$ cat config.mk
export PLATFORM = sky130hd
export DESIGN_NAME = seq_pattern_gen
export DESIGN_NICKNAME = d
export VERILOG_FILES = /design/src/rtl/seq_pattern_pkg.sv /design/src/rtl/seq_piso.sv /design/src/rtl/seq_pattern_gen.sv
export SDC_FILE = /design/constraint.sdc
export NUM_CORES = 1
export LEC_CHECK = 0
export BUFFER_PORTS_ARGS = -buffer_cell sky130_fd_sc_hd__buf_4
export CORE_ASPECT_RATIO = 1.25
export CORE_MARGIN = 3
export CORE_UTILIZATION = 30
export DETAILED_ROUTE_END_ITERATION = 10
export GPL_TIMING_DRIVEN = 0
export MAX_ROUTING_LAYER = met4
export PLACE_DENSITY = 0.52
export SLEW_MARGIN = 30
export SYNTH_ARGS = -nofsm -noshare
export SYNTH_HDL_FRONTEND = slang
export SYNTH_HIERARCHICAL = 1
export SYNTH_SLANG_ARGS = --single-unit
$ cat constraint.sdc
create_clock -name clk -period 2 [get_ports clk]
set_clock_uncertainty 0.15 [all_clocks]
set_input_delay 0.1 -clock clk [delete_from_list [all_inputs] [get_ports clk]]
set_output_delay 0.1 -clock clk [all_outputs]
set_load 0.05 [all_outputs]
$ cat src/rtl/seq_pattern_pkg.sv
// Shared state encoding and default sizes for the serial pattern generator.
// SEQ_PATTERN_GEN_PARITY_EN adds the PARITY state (one even-parity bit per frame).
package seq_pattern_pkg;

   localparam int PAT_W_DEF = 6;
   localparam int CNT_W_DEF = 4;
   localparam int GAP_W_DEF = 2;

`ifdef SEQ_PATTERN_GEN_PARITY_EN
   typedef enum logic [2:0] {
      ST_IDLE   = 3'd0,
      ST_SHIFT  = 3'd1,
      ST_PARITY = 3'd2,
      ST_GAP    = 3'd3,
      ST_DONE   = 3'd4
   } state_t;
`else
   typedef enum logic [2:0] {
      ST_IDLE   = 3'd0,
      ST_SHIFT  = 3'd1,
      ST_GAP    = 3'd3,
      ST_DONE   = 3'd4
   } state_t;
`endif

endpackage

$ cat src/rtl/seq_piso.sv
// Parallel-load, MSB-first shift register; msb_o is the next bit to transmit.
module seq_piso #(
   parameter int PAT_W = 6
) (
   input  logic             clk,
   input  logic             reset,
   input  logic             load_i,
   input  logic             shift_i,
   input  logic [PAT_W-1:0] data_i,
   output logic             msb_o
);

   logic [PAT_W-1:0] sr_q;
   logic [PAT_W-1:0] sr_d;

   always_comb begin
      sr_d = sr_q;
      if (load_i) begin
         sr_d = data_i;
      end else if (shift_i) begin
         sr_d = {sr_q[PAT_W-2:0], 1'b0};
      end
   end

   always_ff @(posedge clk or posedge reset) begin
      if (reset) begin
         sr_q <= '0;
      end else begin
         sr_q <= sr_d;
      end
   end

   assign msb_o = sr_q[PAT_W-1];

endmodule

$ cat src/rtl/seq_pattern_gen.sv
// Burst serializer: repeats a latched PAT_W-bit frame MSB first, with optional idle gaps.
// Define SEQ_PATTERN_GEN_PARITY_EN to append an even-parity bit after every frame.
module seq_pattern_gen
   import seq_pattern_pkg::*;
#(
   parameter int PAT_W = PAT_W_DEF,
   parameter int CNT_W = CNT_W_DEF,
   parameter int GAP_W = GAP_W_DEF
) (
   input  logic             clk,
   input  logic             reset,
   input  logic             start,
   input  logic [PAT_W-1:0] pattern,
   input  logic [CNT_W-1:0] repeat_cnt,
   input  logic [GAP_W-1:0] gap,
   output logic             x,
   output logic             x_valid,
   output logic             busy,
   output logic             done
);

   localparam int BIT_W = (PAT_W > 1) ? $clog2(PAT_W) : 1;
   localparam logic [BIT_W-1:0] LAST_BIT = BIT_W'(PAT_W - 1);

   state_t           state_q;
   logic [PAT_W-1:0] pat_q;
   logic [CNT_W-1:0] frame_cnt_q;
   logic [GAP_W-1:0] gap_q;
   logic [GAP_W-1:0] gap_cnt_q;
   logic [BIT_W-1:0] bit_cnt_q;
   logic             x_q;
   logic             x_valid_q;
   logic             busy_q;
   logic             done_q;

   logic             accept;
   logic             frame_end;
   logic             trailer_end;
   logic             more_frames;
   logic             restart;
   logic             piso_load;
   logic             piso_shift;
   logic [PAT_W-1:0] piso_din;
   logic             piso_msb;
   logic             first_bit;

   // frame_cnt_q counts frames still to send after the current one, so a
   // full-scale repeat_cnt never has to be represented as repeat_cnt+1.
   always_comb begin
      accept      = (state_q == ST_IDLE) && start;
      frame_end   = (state_q == ST_SHIFT) && (bit_cnt_q == LAST_BIT);
`ifdef SEQ_PATTERN_GEN_PARITY_EN
      trailer_end = (state_q == ST_PARITY);
`else
      trailer_end = frame_end;
`endif
      more_frames = (frame_cnt_q != '0);
      restart     = (trailer_end && more_frames && (gap_q == '0)) ||
                    ((state_q == ST_GAP) && (gap_cnt_q == '0));
      piso_load   = accept || restart;
      piso_shift  = (state_q == ST_SHIFT) && !frame_end;
      piso_din    = accept ? {pattern[PAT_W-2:0], 1'b0} : {pat_q[PAT_W-2:0], 1'b0};
      first_bit   = accept ? pattern[PAT_W-1] : pat_q[PAT_W-1];
   end

   // The PISO is loaded with the frame already advanced by one bit, because the
   // MSB goes straight into x_q on the loading edge.
   seq_piso #(
      .PAT_W (PAT_W)
   ) u_piso (
      .clk     (clk),
      .reset   (reset),
      .load_i  (piso_load),
      .shift_i (piso_shift),
      .data_i  (piso_din),
      .msb_o   (piso_msb)
   );

   always_ff @(posedge clk or posedge reset) begin
      if (reset) begin
         state_q     <= ST_IDLE;
         pat_q       <= '0;
         frame_cnt_q <= '0;
         gap_q       <= '0;
         gap_cnt_q   <= '0;
         bit_cnt_q   <= '0;
         x_q         <= 1'b0;
         x_valid_q   <= 1'b0;
         busy_q      <= 1'b0;
         done_q      <= 1'b0;
      end else begin
         done_q <= 1'b0;
         if (accept) begin
            pat_q       <= pattern;
            frame_cnt_q <= repeat_cnt;
            gap_q       <= gap;
            state_q     <= ST_SHIFT;
            bit_cnt_q   <= '0;
            x_q         <= first_bit;
            x_valid_q   <= 1'b1;
            busy_q      <= 1'b1;
         end else if (restart) begin
            frame_cnt_q <= frame_cnt_q - 1'b1;
            state_q     <= ST_SHIFT;
            bit_cnt_q   <= '0;
            x_q         <= first_bit;
            x_valid_q   <= 1'b1;
            busy_q      <= 1'b1;
         end else if (trailer_end) begin
            x_q       <= 1'b0;
            x_valid_q <= 1'b0;
            bit_cnt_q <= '0;
            if (!more_frames) begin
               state_q <= ST_DONE;
               done_q  <= 1'b1;
               busy_q  <= 1'b0;
            end else begin
               state_q   <= ST_GAP;
               gap_cnt_q <= gap_q - 1'b1;
            end
         end else begin
            case (state_q)
               ST_SHIFT: begin
`ifdef SEQ_PATTERN_GEN_PARITY_EN
                  if (frame_end) begin
                     state_q <= ST_PARITY;
                     x_q     <= ^pat_q;
                  end else begin
                     bit_cnt_q <= bit_cnt_q + 1'b1;
                     x_q       <= piso_msb;
                  end
`else
                  bit_cnt_q <= bit_cnt_q + 1'b1;
                  x_q       <= piso_msb;
`endif
               end
               ST_GAP: begin
                  gap_cnt_q <= gap_cnt_q - 1'b1;
               end
               ST_DONE: begin
                  state_q <= ST_IDLE;
               end
               default: begin
               end
            endcase
         end
      end
   end

   assign x       = x_q;
   assign x_valid = x_valid_q;
   assign busy    = busy_q;
   assign done    = done_q;

endmodule

==> summary.txt <==
Tightest Pin Transition: 0.5884 ns
Most frequent cell after synthesis: dfrtp_1
Syn_nets: 168
Worst setup SP type: register
Final core occ: 43.90%
Final worst path period share: 99.67%
Buf/Inv on CP: 3
Async SR Flop Fraction: 100.0%
Max_cap viols: 0
Crit path cell chain: buf_6 -> or3b_4 -> nor4b_4 -> buf_4 -> buf_4 -> o21a_1 -> o31ai_1
PwrDens: 1174 mW/mm²
Clock Latency Late Sink: 0.27 ns
Rel. slew slack: 60.56%
DP Area: 0.001823 mm²
Worst reg2reg startpoint: state_q[1]
Clock transition at path regs: 0.06 ns
Setup crit end kind: register
Hold Path Class: primary input to register
Fill count: 501
Initial DRC count: 63
I/O Pins: 19
Final hold viol count: 0
Syn Inst Count: 150
Top cell family by delay on the critical path: simple AND/OR/NAND/NOR gates
Largest net degree at the start of global routing: 25
Total CTS buffers: 5
Sequential cell area: 753.2 µm²
Initial antenna violation count: 0
Worst setup path category: register to register
Synthesized area: 0.001590 mm²
Vias post-DR: 1335
Post-route cell area: 0.002246 mm²
Area of the multi-input gates: 832.0 µm²
Drt pass-1 iters: 4
DIE HEIGHT: 87.40 µm
VDD IR-drop max: 0.6881 mV
CTS Root Cell: clkbuf_8
Final WL: 3.648 mm
Total GRT Usage: 12.34%
Syn-to-layout area delta: 41.23%
Cell depth of the worst setup path: 7
Slowest stage cell, crit path: or3b_4
Minimum clock period: 1.993 ns
Arrival time at the worst endpoint: 2.00 ns
Yosys top cell by area: dfrtp_1
WHS Path Cells: 4
Clock sinks: 30
Post-route DRC: 0
CTS tree: built
Largest stage delay, worst path: 0.43 ns
DR WL/cell: 13.77 µm
Initial cell density of the core: 31.08%
Ys flop type: dfrtp_1
Most frequent CP cell: buf_4
Register bit count reported by yosys: 30
Reg2reg end: frame_cnt_q[0]
H-Tree Level Count: 2
Synth warn: 6
Ant. Diodes: 0
Yosys cell types: 46
Yosys top cell area share: 47.21%
FF-to-FF setup slack: 0.007 ns
Port Buffers: 18
Number of global-route vias before repair: 1316
Post-synth top cells: 30 x dfrtp_1, 16 x nand2_1, 10 x o21ai_0, 9 x inv_1, 9 x nor2_1
Synth top area cells: dfrtp_1 47%, mux2_2 5.0%, mux2i_1 3.8%
Layout cell share with drive strength beyond 1: 36.45%
Nets: 221
Final ANT Viol Nets: 0
Core area: 0.005116 mm²
# rows: 29
Syn avg cell area: 10.60 µm²
Gr ovfl total: 0
Register area share after synthesis: 47.21%
Run status: finished, final reports clean
CP endpoint: frame_cnt_q[0]
EDFF count, synth: 0
Final Max Tran Viols: 0
DIE AREA: 0.006216 mm²
Via density: 5.038
Worst path required time: 2.00 ns
Die Wd: 71.12 µm
Fmax: 0.5017 GHz
First-pass GRT wire length: 5.934 mm
CP Max Fanout: 6
FF-to-FF path depth: 7
GP Congestion: 0.7609
Worst Setup SP: state_q[1]
# setup viols final: 0
Leak Pwr: 0.001037 µW
Clock Tree Buf Depth: 2
Hpwl dp: 2.437 mm
RSZ-0062 raised after global routing: true
[worst reg2reg max path, delay by kind of cell, from the launching register on]
family	cells	cell delay (ns)
simple gates	2	0.73
buf+inv	3	0.43
flops	1	0.38
compound gates	2	0.17
[placed cells by master, fill, tap and decap left out, drive strengths merged, types with 2 or more instances in the layout]
cell type     n
nor3b         5
nand2        16
buf          39
nand3         4
nand4         2
dlygate4sd3  12
o21a          2
nand3b        2
clkbuf        7
o21ai        15
inv           9
ha            3
nor3          4
a21o          2
nor4b         3
nor2          9
o41ai         2
mux2i         6
mux2          7
dfrtp        30
[metrics by stage]
step                hold WS, ns  power (µW)  setup WS, ns  std cells  TNS [ns]
finish                 0.003936        2636      0.006660        265         0
global route            0.03141        2821      -0.09675        265   -0.7380
CTS                    0.005346        2592      -0.01339        261  -0.03137
detailed placement      -0.1113        1824       -0.3533        230    -4.829
global placement        -0.1104        1779       -0.3462        230    -4.558
floorplan               -0.2590        1604       0.01043        150         0
[how the worst min path moves through the flow]
stage / startpoint / to
after CTS: repeat_cnt[3] / frame_cnt_q[3]
final: repeat_cnt[3] / frame_cnt_q[3]
after detailed placement: reset / u_piso/sr_q[0]
after floorplan: reset / u_piso/sr_q[0]
after global placement: reset / u_piso/sr_q[1]
after global routing: repeat_cnt[3] / frame_cnt_q[3]
[report_power, final]
group / total (µW) / internal (µW) / leakage, µW / switching, µW
Clock: 614 / 398 / 0.0000573 / 216
Sequential: 897 / 768 / 0.000364 / 129
Combinational: 1120 / 560 / 0.000616 / 564
Total: 2640 / 1730 / 0.00104 / 910
[kinds of logic (layout without fill, tap and decap cells)]
group | count (synthesis) | in the layout | share of synthesized area [%]
buf+inv | 15 | 68 | 4.720
flops | 30 | 30 | 47.21
fa+ha+maj | 3 | 3 | 2.361
xor+xnor | 1 | 1 | 0.5508
other cells | 1 | 1 | 0.2358
compound gates | 34 | 34 | 16.68
simple gates | 53 | 53 | 19.51
mux | 13 | 13 | 8.734
[flip-flops by register name, indices dropped and copies added, names as in the netlist]
| register | flops |
|---|---|
| done | 1 |
| x | 1 |
| gap_q | 2 |
| frame_cnt_q | 4 |
| gap_cnt_q | 2 |
| state_q | 3 |
| u_piso/sr_q | 6 |
| pat_q | 6 |
| bit_cnt_q | 3 |
| x_valid | 1 |
| busy | 1 |
[area by class of cell]
type	count	share of cell area, %
plain buffers	5	2.228
clock buffers	6	3.677
clock inverters	1	1.337
inverters	9	1.504
multi-input cells	105	37.05
flip-flops and latches	30	33.54
well taps	62	3.454
repair buffers	47	17.21
[layer usage]
| metal | track usage [%] | share of wire [%] |
|---|---|---|
| met1 | 14.15 | 43 |
| met2 | 20.93 | 53 |
| met3 | 3.233 | 2.6 |
| met4 | 4.103 | 1.3 |
| met5 | - | 0 |
[repair_timing]
item / CTS / global route
pin swaps: 4 / 6
gates cloned: 0 / 1
gates resized for setup: 9 / 11
setup buffers: 12 / 4
hold buffers: 12 / 0
endpoints found under the setup margin: 27 / 19
hold endpoints to repair: 42 / 0
No activity file was read; power rests on OpenSTA's default activity.
